===== src/rtl/l1_cache_pkg.sv =====
// rtl/l1_cache_pkg.sv - shared types and line helpers for the l1 cache
package l1_cache_pkg;

  localparam int DEF_IDX_BITS = 3;

  typedef logic [127:0]                lc3b_c_line;
  typedef logic [DEF_IDX_BITS-1:0]     lc3b_c_index;
  typedef logic [12-DEF_IDX_BITS-1:0]  lc3b_c_tag;
  typedef logic [3:0]                  lc3b_c_offset;
  typedef logic [15:0]                 lc3b_pmem_addr;
  typedef logic [15:0]                 lc3b_word;
  typedef logic [1:0]                  lc3b_mem_wmask;

  typedef enum logic [1:0] {
    S_IDLE      = 2'd0,
    S_WRITEBACK = 2'd1,
    S_FILL      = 2'd2
  } cache_state_t;

  // Merge one lane-aligned CPU word into a line, honouring the byte mask.
  function automatic lc3b_c_line merge_word(input lc3b_c_line line,
                                            input logic [2:0] wsel,
                                            input lc3b_word wdata,
                                            input lc3b_mem_wmask be);
    lc3b_c_line r;
    r = line;
    if (be[0]) r[{wsel, 4'd0} +: 8] = wdata[7:0];
    if (be[1]) r[{wsel, 4'd8} +: 8] = wdata[15:8];
    return r;
  endfunction

  // Pick the 16-bit word addressed by the word-select field.
  function automatic lc3b_word select_word(input lc3b_c_line line,
                                           input logic [2:0] wsel);
    return line[{wsel, 4'd0} +: 16];
  endfunction

endpackage


===== src/rtl/l1_cache_control.sv =====
// rtl/l1_cache_control.sv - miss-handling FSM with strobe and array-load decode
module l1_cache_control
  import l1_cache_pkg::*;
(
  input  logic clk,
  input  logic rst,
  input  logic mem_read,
  input  logic mem_write,
  input  logic hit,
  input  logic victim_dirty,
  input  logic pmem_resp,
  output logic in_writeback,
  output logic in_fill,
  output logic mem_resp,
  output logic load_word,
  output logic load_line,
  output logic clean_line,
  output logic pmem_read,
  output logic pmem_write
);

  cache_state_t state;
  logic         request;

  assign request = mem_read | mem_write;

  // State register with the pmem strobes registered alongside it so that
  // an asynchronous reset drops them without waiting for a clock.
  always_ff @(posedge clk or posedge rst) begin
    if (rst) begin
      state      <= S_IDLE;
      pmem_read  <= 1'b0;
      pmem_write <= 1'b0;
    end else begin
      case (state)
        S_IDLE: begin
          if (request && !hit) begin
            if (victim_dirty) begin
              state      <= S_WRITEBACK;
              pmem_write <= 1'b1;
            end else begin
              state      <= S_FILL;
              pmem_read  <= 1'b1;
            end
          end
        end
        S_WRITEBACK: begin
          if (pmem_resp) begin
            state      <= S_FILL;
            pmem_write <= 1'b0;
            pmem_read  <= 1'b1;
          end
        end
        S_FILL: begin
          if (pmem_resp) begin
            state     <= S_IDLE;
            pmem_read <= 1'b0;
          end
        end
        default: begin
          state      <= S_IDLE;
          pmem_read  <= 1'b0;
          pmem_write <= 1'b0;
        end
      endcase
    end
  end

  // Hit completion and array-load decode; a write wins over a read.
  always_comb begin
    in_writeback = (state == S_WRITEBACK);
    in_fill      = (state == S_FILL);
    mem_resp     = (state == S_IDLE) && request && hit;
    load_word    = (state == S_IDLE) && mem_write && hit;
    load_line    = in_fill && pmem_resp;
    clean_line   = in_writeback && pmem_resp;
  end

endmodule


===== src/rtl/l1_cache.sv =====
// rtl/l1_cache.sv - direct-mapped write-back write-allocate L1 cache
module l1_cache
  import l1_cache_pkg::*;
#(
  parameter int IDX_BITS = 3
) (
  input  logic         clk,
  input  logic         rst,
  input  logic         mem_read,
  input  logic         mem_write,
  input  logic [1:0]   mem_byte_enable,
  input  logic [15:0]  mem_address,
  input  logic [15:0]  mem_wdata,
  output logic [15:0]  mem_rdata,
  output logic         mem_resp,
  output logic         pmem_read,
  output logic         pmem_write,
  output logic [15:0]  pmem_address,
  output logic [127:0] pmem_wdata,
  input  logic [127:0] pmem_rdata,
  input  logic         pmem_resp
);

  localparam int LINES    = 1 << IDX_BITS;
  localparam int TAG_BITS = 12 - IDX_BITS;

  logic [IDX_BITS-1:0] index;
  logic [TAG_BITS-1:0] tag;
  logic [2:0]          wsel;
  logic                addr_lsb_unused;

  lc3b_c_line          data_q [LINES];
  logic [TAG_BITS-1:0] tag_q  [LINES];
  logic [LINES-1:0]    valid_q;
  logic [LINES-1:0]    dirty_q;

  lc3b_c_line          line_cur;
  logic [TAG_BITS-1:0] tag_cur;
  logic                hit;
  logic                victim_dirty;

  logic in_writeback;
  logic in_fill;
  logic load_word;
  logic load_line;
  logic clean_line;

  assign index           = mem_address[3+IDX_BITS:4];
  assign tag             = mem_address[15:4+IDX_BITS];
  assign wsel            = mem_address[3:1];
  assign addr_lsb_unused = mem_address[0];

  assign line_cur     = data_q[index];
  assign tag_cur      = tag_q[index];
  assign hit          = valid_q[index] && (tag_cur == tag);
  assign victim_dirty = valid_q[index] && dirty_q[index];

  l1_cache_control u_control (
    .clk          (clk),
    .rst          (rst),
    .mem_read     (mem_read),
    .mem_write    (mem_write),
    .hit          (hit),
    .victim_dirty (victim_dirty),
    .pmem_resp    (pmem_resp),
    .in_writeback (in_writeback),
    .in_fill      (in_fill),
    .mem_resp     (mem_resp),
    .load_word    (load_word),
    .load_line    (load_line),
    .clean_line   (clean_line),
    .pmem_read    (pmem_read),
    .pmem_write   (pmem_write)
  );

  // Line data and tags: no reset, a fill replaces the line, a write hit merges bytes.
  always_ff @(posedge clk) begin
    if (load_line) begin
      data_q[index] <= pmem_rdata;
      tag_q[index]  <= tag;
    end else if (load_word) begin
      data_q[index] <= merge_word(line_cur, wsel, mem_wdata, mem_byte_enable);
    end
  end

  // Valid and dirty bits: cleared by reset so half-serviced lines never appear valid.
  always_ff @(posedge clk or posedge rst) begin
    if (rst) begin
      valid_q <= '0;
      dirty_q <= '0;
    end else if (load_line) begin
      valid_q[index] <= 1'b1;
      dirty_q[index] <= 1'b0;
    end else if (clean_line) begin
      dirty_q[index] <= 1'b0;
    end else if (load_word) begin
      dirty_q[index] <= 1'b1;
    end
  end

  // Read word and memory-side address selection; the fill follows the live CPU address.
  always_comb begin
    mem_rdata    = select_word(line_cur, wsel);
    pmem_wdata   = line_cur;
    pmem_address = 16'h0000;
    if (in_writeback) begin
      pmem_address = {tag_cur, index, 4'b0000};
    end else if (in_fill) begin
      pmem_address = {mem_address[15:4], 4'b0000};
    end
  end

endmodule


===== config.mk =====
export PLATFORM = sky130hd
export DESIGN_NAME = l1_cache
export DESIGN_NICKNAME = d
export VERILOG_FILES = /design/src/rtl/l1_cache_pkg.sv /design/src/rtl/l1_cache_control.sv /design/src/rtl/l1_cache.sv
export SDC_FILE = /design/constraint.sdc
export NUM_CORES = 1
export LEC_CHECK = 0
export CAP_MARGIN = 30
export CORE_AREA = 5 5 289 291
export CTS_CLUSTER_DIAMETER = 100
export CTS_CLUSTER_SIZE = 14
export DETAILED_ROUTE_END_ITERATION = 6
export DIE_AREA = 0 0 294 296
export GPL_TIMING_DRIVEN = 1
export PLACE_DENSITY = 0.83
export RECOVER_POWER = 100
export SLEW_MARGIN = 20
export SYNTH_ARGS = -nofsm -noshare
export SYNTH_HDL_FRONTEND = slang
export SYNTH_SLANG_ARGS = --single-unit

===== constraint.sdc =====
create_clock -name clk -period 11.3 [get_ports clk]
set_clock_uncertainty 0.05 [all_clocks]
set_input_delay 2.26 -clock clk [delete_from_list [all_inputs] [get_ports clk]]
set_output_delay 2.26 -clock clk [all_outputs]
set_load 0.005 [all_outputs]

==> out/metrics.cfg <==
[run_status]
status=complete, but fails checks
violations=capacitance limit, slew limit

[timing]
setup_viol_count_final=0
final-hold-violation-count=0
report.final.slew_viol_count=733
worstMarginPinSlew_ns=4.660
fin_crit_sh_pct=90.27
hold_ws_ns=0.4228
slew_headroom_pct=-210.7
fin_crit_ns=10.20
rsz0062_at_grt=false
setup-tns-final_ns=0
max_freq_mhz=98.03

[logic_synthesis]
synth.area.top_cells=edfxtp_1, mux4_2, mux2_2
async_flop_share_pct=1.792
post-synth-top-area-cell=edfxtp_1
synth-main-ff-cell=edfxtp_1
yosysWarnings=0
ys_types=57
ys_ff_latch=1116
synth_top_area_share_pct=69.96
postSynthCellCount=2729
syn_area_mm2=0.04705
yosys-top-cells-count=edfxtp_1, mux2_2, nand2_1
synth_most_common_cell=edfxtp_1
synth.avg_cell_area_um2=17.24
ys_seq_area_share_pct=71.02
synth_edf_count=1096

[setup_path]
critPathKind=input pin to output pin
ff2ff_path_depth=7
start_kind=input pin
reg2reg_from=tag_q[6][4]$_DFFE_PP_
arrival_ns=7.89
critPathRequiredTime_ns=8.99
r2r-end=data_q[1][77]$_DFFE_PP_
end_kind=output pin
reg2reg_slack_ns=4.69
path_max_fanout=62

[route]
wl_um=143300
drt-pass1-iter-count=6
vias=29250
postRouteAntennaNets=0
route.detailed.drc=0
wl_per_cell_um=34.84
first_iter_violations=4785
routed_via_density=7.111

[clocking]
clk_latency_ns=0.65
cts_resized=0
ctsHoldBuffers=0
root_buffer=clkbuf_16
post_cts_buffers=0
htreeDepth=3
clock_sinks=1116
clock_path_buffers=3
numCtsBuffers=89
path_clk_slew_ns=0.06
tritoncts=built

[floorplan]
die_h_um=296
start_util_pct=58.60
ios=330
die_area_mm2=0.08702
coreArea_mm2=0.08029
die_w_um=294
rows=104

[global_route]
grt_pass1_wl_um=204000
grt_antenna_before_repair=14
grt_max_degree=129
grt_usage_pct=32.31
grt_pass1_vias=29140
gr-total-overflow=0

[place]
numPortBuffers=324
dp.cells=4001
dp.final_hpwl_um=85910
gp_congestion=0.8520

[worst_hold_path]
whs_path_depth=1
min_to=valid_q[6]$_DFFE_PP0P_
hold_path.class=flip-flop to flip-flop
worstHoldStart=valid_q[6]$_DFFE_PP0P_

[cells_and_area]
areaGrowthSynthToFinish_pct=14.18
layout-drive-gt1-share_pct=14.99
instances_no_fill=4113
fin_nets=3210
fillCellCount=5022

[run]
max_cap_viol_count=15

[power]
ir_worst_vdd_v=0.0001137
p_leak_uw=0.01755
power_density_mw_per_mm2=157.2

==> worst max-delay path by stage <==
stage                               to  slack [ns]  cells past startpoint      startpoint
2_1_floorplan   data_q[0][0]$_DFFE_PP_        0.21                      9  mem_address[5]
3_3_place_gp             mem_rdata[15]        2.55                      9  mem_address[5]
3_5_place_dp             mem_rdata[15]        2.54                      9  mem_address[5]
4_1_cts                  mem_rdata[15]        2.46                      9  mem_address[5]
5_1_grt        data_q[1][61]$_DFFE_PP_        1.18                     10  mem_address[5]
6_report                 mem_rdata[15]        1.10                     10  mem_address[5]
==> layer usage <==
metal | global-route usage, % | wire, um
met1 | 42.83 | 47190
met2 | 49.34 | 65380
met3 | 10.23 | 22530
met4 | 15.72 | 8152
met5 | 0 | 54
==> critical path, stage by stage <==
cell	delay [ns]
buf_8	0.23
buf_4	0.47
nor2b_1	0.51
clkbuf_1	1.86
a221oi_1	0.32
o21ai_0	0.79
mux4_2	0.39
nor2_1	0.05
nor2_1	0.32
dlygate4sd3_1	0.64
==> cell usage in the layout (no fill, tap or decap), drive strengths merged, types with 6 or more instances in the layout <==
master	Yosys	layout
a22o	38	38
nand2	205	205
o221ai	32	32
mux4	136	136
a221o	23	23
a21oi	90	90
edfxtp	1096	1096
a31oi	7	7
a22oi	62	62
clkdlybuf4s50	0	176
clkbuf	71	129
nor2	88	88
o22ai	30	30
o21ai	60	60
nand3b	6	6
nand3	6	6
buf	114	51
mux2i	117	117
and2	12	12
o22a	15	15
o2bb2ai	6	6
o21a	10	10
dfrtp	20	20
ha	6	6
inv	48	48
nor2b	10	10
mux2	255	255
dlygate4sd3	0	143
nand2b	8	8
a221oi	109	109
or2	10	10
==> cell families after synthesis <==
logic type               synth area share, %
AO/OA/AOI/OAI                          7.737
buffers and inverters                  2.436
AND/OR/NAND/NOR                        3.277
XOR/XNOR                             0.09044
flip-flops                             71.02
adder cells (fa/ha/maj)               0.1596
multiplexers                           15.27
other                               0.007971
==> area by class of cell <==
cell class | count | area [um^2] | share of cell area, %
flip-flops and latches | 1116 | 33410 | 62.20
multi-input cells | 1382 | 12540 | 23.34
repair buffers | 399 | 3841 | 7.151
clock buffers | 100 | 2354 | 4.381
well taps | 1060 | 1326 | 2.469
inverters | 49 | 186.4 | 0.3471
clock inverters | 3 | 47.55 | 0.08851
diodes | 4 | 10.01 | 0.01863
==> through the flow <==
step                setup WS [ns]  power (uW)  cell area, um^2  util [%]
floorplan                  0.2084        5243            47060         -
global placement            2.555        5666            51390     64.01
detailed placement          2.536        5702            51540     64.20
CTS                         2.464        8450            53940     67.19
global route                1.181        8655            53710     66.90
finish                      1.099        8444            53720     66.91
==> flip-flops by register name (all words and copies together), names as in the netlist, named ones only <==
register / cells
data_q: 1024
tag_q: 72
u_control.pmem_read: 1
u_control.pmem_write: 1
u_control.state: 2
valid_q: 8
==> report_power, final <==
part           total, uW  switching (uW)  internal [uW]
Combinational        933             570            363
Clock               2830            1350           1480
Sequential          4680            30.2           4650
No activity file was read; power rests on OpenSTA's default activity.
